==> src/rtl/vload_stream.sv <==
// ============================================================================
// Module      : vload_stream
// Description : Vector load sequencer; streams word jobs from the data ROM as
//               masked 6-lane beats over a valid/ready handshake.
// Revision    : 1.0 - initial release
// ============================================================================
`default_nettype none

module vload_stream #(
    parameter int S     = 32,
    parameter int LANES = 6,
    parameter int V     = 192,
    parameter int SIZE  = 30015
) (
    input  logic             clk,
    input  logic             reset,
    input  logic             start,
    input  logic [S-1:0]     base_addr,
    input  logic [S-1:0]     count,
    output logic [S-1:0]     rom_addr,
    input  logic [V-1:0]     rom_rd,
    output logic             out_valid,
    input  logic             out_ready,
    output logic [V-1:0]     out_data,
    output logic [LANES-1:0] out_mask,
    output logic             out_last,
    output logic             busy,
    output logic             done
);

    localparam logic [1:0] IDLE  = 2'd0;
    localparam logic [1:0] FETCH = 2'd1;
    localparam logic [1:0] HOLD  = 2'd2;
    localparam logic [1:0] DONE  = 2'd3;

    localparam logic [S-1:0] c_lanes = S'(LANES);
    localparam logic [S:0]   c_size  = (S+1)'(SIZE);

    logic [1:0]       r_state;
    logic [1:0]       w_next_state;
    logic [S-1:0]     r_ptr;
    logic [S-1:0]     r_remaining;
    logic [V-1:0]     r_data;
    logic [LANES-1:0] r_mask;
    logic             r_last;

    logic             w_accept;
    logic             w_load;
    logic [S-1:0]     w_take;
    logic             w_beat_last;
    logic [LANES-1:0] w_valid;
    logic [V-1:0]     w_beat_data;

    assign w_accept    = (r_state == IDLE) && start && (count != '0);
    assign w_load      = (r_state == FETCH) ||
                         ((r_state == HOLD) && out_ready && !r_last);
    assign w_take      = (r_remaining < c_lanes) ? r_remaining : c_lanes;
    assign w_beat_last = (r_remaining <= c_lanes);

    // Lane address is widened by one bit so a pointer wrap can never look in range.
    for (genvar i = 0; i < LANES; i++) begin : g_lane
        localparam logic [S-1:0] c_idx = S'(i);
        logic [S:0] w_lane_addr;

        assign w_lane_addr = {1'b0, r_ptr} + {1'b0, c_idx};
        assign w_valid[i]  = (c_idx < r_remaining) && (w_lane_addr < c_size);
        assign w_beat_data[S*i +: S] = w_valid[i] ? rom_rd[S*i +: S] : '0;
    end

    // State register
    always_ff @(posedge clk) begin
        if (reset) begin
            r_state <= IDLE;
        end else begin
            r_state <= w_next_state;
        end
    end

    // Next-state logic
    always_comb begin
        w_next_state = r_state;
        case (r_state)
            IDLE: begin
                if (start) begin
                    w_next_state = (count != '0) ? FETCH : DONE;
                end
            end
            FETCH: w_next_state = HOLD;
            HOLD: begin
                if (out_ready && r_last) begin
                    w_next_state = DONE;
                end
            end
            DONE:    w_next_state = IDLE;
            default: w_next_state = IDLE;
        endcase
    end

    // Output decode
    always_comb begin
        out_valid = 1'b0;
        busy      = 1'b0;
        done      = 1'b0;
        case (r_state)
            IDLE:  ;
            FETCH: busy = 1'b1;
            HOLD: begin
                busy      = 1'b1;
                out_valid = 1'b1;
            end
            DONE: begin
                busy = 1'b1;
                done = 1'b1;
            end
            default: ;
        endcase
    end

    // Job pointer, word budget and the registered beat
    always_ff @(posedge clk) begin
        if (reset) begin
            r_ptr       <= '0;
            r_remaining <= '0;
            r_data      <= '0;
            r_mask      <= '0;
            r_last      <= 1'b0;
        end else if (w_accept) begin
            r_ptr       <= base_addr;
            r_remaining <= count;
        end else if (w_load) begin
            r_data      <= w_beat_data;
            r_mask      <= w_valid;
            r_last      <= w_beat_last;
            r_ptr       <= r_ptr + c_lanes;
            r_remaining <= r_remaining - w_take;
        end
    end

    assign rom_addr = r_ptr;
    assign out_data = r_data;
    assign out_mask = r_mask;
    assign out_last = r_last;

endmodule

`default_nettype wire

==> config.mk <==
export PLATFORM = sky130hd
export DESIGN_NAME = vload_stream
export DESIGN_NICKNAME = d
export VERILOG_FILES = /design/src/rtl/vload_stream.sv
export SDC_FILE = /design/constraint.sdc
export NUM_CORES = 1
export LEC_CHECK = 0
export ABC_AREA = 0
export CAP_MARGIN = 25
export CORE_UTILIZATION = 40
export DETAILED_ROUTE_END_ITERATION = 16
export HOLD_SLACK_MARGIN = 0.03
export PLACE_DENSITY_LB_ADDON = 0.08
export SLEW_MARGIN = 20
export SYNTH_ARGS = -nofsm -noshare
export SYNTH_HDL_FRONTEND = slang
export SYNTH_SLANG_ARGS = --single-unit
==> constraint.sdc <==
create_clock -name clk -period 7.9 [get_ports clk]
set_clock_uncertainty 0.1 [all_clocks]
set_input_delay 1.58 -clock clk [delete_from_list [all_inputs] [get_ports clk]]
set_output_delay 1.58 -clock clk [all_outputs]
set_load 0.05 [all_outputs]
== Word-level counts from Yosys, hierarchy flattened ==
Cells that the tools add are included.
Storage, ports and cells
  register bits after elaboration: 265
  bits in latches: 0
  memory bits (writable): 0
  bits in read-only memories: 0
  input port bits: 260
  output and inout port bits: 234
  memories: 0
Cells by class
  add/sub/neg operators: 7
  $mul: 0
  div/mod/pow operators: 0
  magnitude comparators: 14
  equal/unequal tests: 5
  shifts and indexed selects: 0
  mux-type cells: 18
  bitwise logic cells: 1
  reduce and logical (&&, ||, !) cells: 19
Operators by type and width (count)
  two-way mux 32 bit: 11
  < comparator 33 x 15 -> 1 bit, second input constant: 5
  adder 32 x 2 -> 33 bit, second input constant: 2
  adder 32 x 3 -> 33 bit, second input constant: 2
  < comparator 1 x 32 -> 1 bit, first input constant: 2
  < comparator 2 x 32 -> 1 bit, first input constant: 2
  < comparator 3 x 32 -> 1 bit, first input constant: 2
  adder 32 x 1 -> 33 bit, second input constant: 1
  adder 32 x 3 -> 32 bit, second input constant: 1
  less-or-equal comparator 32 x 3 -> 1 bit, second input constant: 1
  < comparator 32 x 15 -> 1 bit, second input constant: 1
  < comparator 32 x 3 -> 1 bit, second input constant: 1
  nonzero test 32 bit: 1
  subtractor 32 bit: 1
  logical AND 1 bit: 11
  case mux 2 bit (4 select lines): 1
  two-way mux 2 bit: 3
  == test 2 bit, second input constant: 2
  AND reduction 2 bit: 2
  two-way mux 1 bit: 3
  OR reduction 3 bit: 1
  == test 2 x 1 -> 1 bit, second input constant: 1
  logical NOT 2 bit: 1
  != test 2 x 1 -> 1 bit, second input constant: 1
  other kinds (5): 5

== Depth between registers and ports, before layout ==
  depth in word-level cells: 6
  depth in mapped cells: 13

== Least setup slack after synthesis ==
Ideal clock, no wire load.
  kind: input port to flip-flop
  from: input count[17]
  to: register r_data[109] (netlist: out_data[109])
  setup time: 0.067 ns
  arrival: 3.490 ns
  required time: 7.733 ns
  setup slack: 4.243 ns
  stages on the path: 8
  path buffers: 1
  cell sequence: nor4_1 > nand4_1 > o211ai_1 > nand2_1 > a2111oi_0 > nand4_1 > buf_4 > o21ai_2
On the way
  longest elaborated chain between the ends: 4
Ends and longest elaborated chain
  start, declared: RTL line 19  | input logic [S-1:0] count,
  nonzero test 32 bit: RTL line 54  | assign w_accept = (r_state == IDLE) && start && (count != '0);
  logical AND 1 bit: RTL line 54
  inverter 1 bit (no line)
  AND reduction 2 bit (no line)
  end signal, assigned: RTL line 131  | r_data <= w_beat_data;
  end, declared: RTL line 43  | logic [V-1:0] r_data;
No other way between the ends.
A chain may end at the register's enable or synchronous reset.

== Worst setup path in the final report ==
  from: input count[17]
  to: register r_data[20] (netlist: out_data[20])
Same word-level chain as after synthesis.

==> flow_summary.yaml <==
routing:
  wl_per_cell_um: 20.7
  drtIter0Drc: 1072
  vias: 15600
  met2_length_um: 26300
  top_layer_used: "met4"
  route.met3.wl_um: 5140
  wl_met1_um: 22400
  viasPerCell: 5.80
  route.detailed.drc: 0
  finalWirelength_um: 55700
  drt_pass1_iterations: 7
  detail-route-antenna-nets: 0
global_routing:
  track_usage_pct: 29.0
  grt_max_degree: 166
  antenna_found_initial: 0
  gr-total-overflow: 0
  grt_pass1_wl_um: 84100
  grt_pass1_vias: 14800
yosys:
  synthXorXnorAreaFrac_pct: 6.12
  yosys_warnings: 0
  synth-edff-count: 0
  synth_cells: 1818
  synthArstFlopShare_pct: 0
  synth_top_area_share_pct: 37.1
  synth-simple-area-share_pct: 29.8
  ys_seq_area_share_pct: 37.1
  synthesis.area_um2: 14300
  synth_cell_types: 76
  synth_top_family_by_area: "simple AND/OR/NAND/NOR gates"
  synth_commonest_cells: "265 x dfxtp_1, 262 x nand2_1, 148 x nor2_1, 133 x nand4_1, 104 x o21ai_1"
  ys_ff_latch: 265
  synth_compound_area_share_pct: 19.4
  synth_area_leader_cell: "dfxtp_1"
  synth_ff_type: "dfxtp_1"
  synth_mux_area_share_pct: 0.219
  synth_fp_nets: 2092
  synth_area_leaders: "dfxtp_1 37%, nand2_1 6.9%, nand4_1 5.8%"
  syn_area_per_cell_um2: 7.87
  yosys.area_share.adder_pct: 1.22
  post-synth-top-count-cell: "dfxtp_1"
cts:
  cts_sinks: 265
  cts_tree: "done"
  worstSkewPairLatency_ns: 0.58
  clk_path_buf_depth: 3
  h-tree-depth: 1
  clk_pin_slew_worst_paths_ns: 0.06
  cts_setup_buffers: 0
  cts_made_buffers: 31
  cts-resized-gates: 0
  cts-root-buf: "clkbuf_16"
  hold_buffers: 0
status:
  status: "finished, final reports clean"
sta:
  tightestPinTransition_ns: 1.09
  max_slew_margin_pct: 26.8
  fmaxAchievable_mhz: 216
  setup_viol: 0
  hold_viol_final: 0
  period_share_pct: 58.5
  holdWs_ns: 0.342
  setup_slack_ns: 3.28
  period_minus_slack_ns: 4.62
  rsz0062_at_grt: "no"
  finalMaxSlewViolations: 0
  fin_setup_tns_ns: 0
floorplanning:
  die_w_um: 191
  die_h_um: 191
  core_um2: 34900
  start_util_pct: 41.0
  ios: 494
  num_rows: 68
  dieArea_um2: 36500
setup_path:
  crit_type: "input pin to flop"
  cp_cell_sequence: "clkdlybuf4s50_1 > nor4_1 > nand4_1 > o211ai_1 > nand2_1 > a2111oi_4 > buf_4 > a22oi_1 > nor2_1"
  worst_path_largest_cell_delay_ns: 0.71
  cp_slowest_cell: "o211ai_1"
  rr_worst_depth: 9
  cp-start-kind: "input pin"
  cp_max_fo: 33
  required_ns: 8.30
  end_kind: "flop"
  arrival_ns: 5.02
  r2r_slack_ns: 3.55
placed_design:
  dp_hpwl_um: 40000
  portBuffers: 493
  place_inst: 2630
  place_ws_ns: 2.39
  place.gp.congestion: 0.968
  placed_cell_area_um2: 19400
min_path:
  hold_depth: 2
  hold_path.class: "flop to flop"
finish:
  diodes: 0
  drive_gt1_share_pct: 7.25
  stdcell_count: 2690
  final_area_um2: 20500
  syn_to_final_growth_pct: 43.0
  n_fill_cell: 3248
  layout.nets: 2485
power_and_ir_drop:
  power.leakage_nw: 6.75
  max-vdd-ir-drop_mv: 0.224
  powerDensity_nw_per_um2: 270
job:
  cap_viol_max_count: 0
final cells by class:
cell class | instances | area, um^2 | share of cell area [%]
clock buffers | 48 | 930 | 4.54
clock inverters | 9 | 82.6 | 0.404
inverters | 17 | 63.8 | 0.312
multi-input cells | 1363 | 8210 | 40.1
flip-flops and latches | 265 | 5310 | 25.9
well taps | 455 | 569 | 2.78
repair buffers | 533 | 5300 | 25.9
per-stage QoR:
| stage | utilization (%) | power (mW) |
|---|---|---|
| after global routing | 58.6 | 5.79 |
| after floorplan | - | 3.33 |
| after global placement | 55.5 | 4.07 |
| final | 58.6 | 5.52 |
| after CTS | 58.5 | 5.53 |
| after detailed placement | 55.6 | 4.10 |
flip-flops by register name, summed over array words and instances (netlist names):
signal and cells:
out_data 192, out_last 1, out_mask 6, r_remaining 32, r_state 2, rom_addr 32
cells in the final DEF (no fill, tap or decap), types with 8 or more instances in the layout:
| cell type | instances |
|---|---|
| a211oi_1 | 60 |
| a21oi_1 | 33 |
| a22oi_1 | 33 |
| a31oi_1 | 9 |
| and3_1 | 13 |
| and4_1 | 24 |
| buf_4 | 36 |
| clkbuf_1 | 8 |
| clkbuf_16 | 31 |
| clkbuf_8 | 9 |
| clkdlybuf4s50_1 | 492 |
| dfxtp_1 | 265 |
| ha_1 | 14 |
| inv_1 | 17 |
| nand2_1 | 262 |
| nand3_1 | 74 |
| nand4_1 | 133 |
| nor2_1 | 148 |
| nor3_1 | 60 |
| nor4_1 | 28 |
| o211ai_1 | 14 |
| o21ai_0 | 60 |
| o21ai_1 | 103 |
| o21ai_2 | 29 |
| or3_1 | 14 |
| or4_1 | 15 |
| xnor2_1 | 65 |
| xor2_1 | 35 |
metal layers:
layer / global-route usage (%) / vias to the layer above
li1: - / 7404
met1: 36.0 / 7321
met2: 48.8 / 754
met3: 6.55 / 118
met4: 10.5 / 0
met5: 0 / -
kinds of logic (layout without fill, tap and decap cells):
logic type	count (synthesis)	count (layout)
DFF	265	265
AOI/OAI and AO/OA	419	419
and+or+nand+nor	826	826
buffers and inverters	190	607
xor gates and xnor gates	100	100
muxes	3	3
adders and majority gates	14	14
other	1	1
worst max-delay path, delay by kind of cell:
kind	cells	cell delay [ns]
compound gates	3	1.18
buf+inv	2	0.80
simple gates	4	1.43
worst paths after layout:
path / startpoint / to
max: count[17] / out_data[20]
min: out_data[83] / out_data[83]
max reg2reg: rom_addr[3] / out_data[20]
min reg2reg: out_data[83] / out_data[83]
power breakdown:
part	internal (mW)	switching (mW)	total [mW]	leakage (nW)
combinational	0.800	1.55	2.35	4.10
clock	0.836	0.575	1.41	0.495
sequential	1.48	0.279	1.76	2.15
No activity file was read; power rests on OpenSTA's default activity.
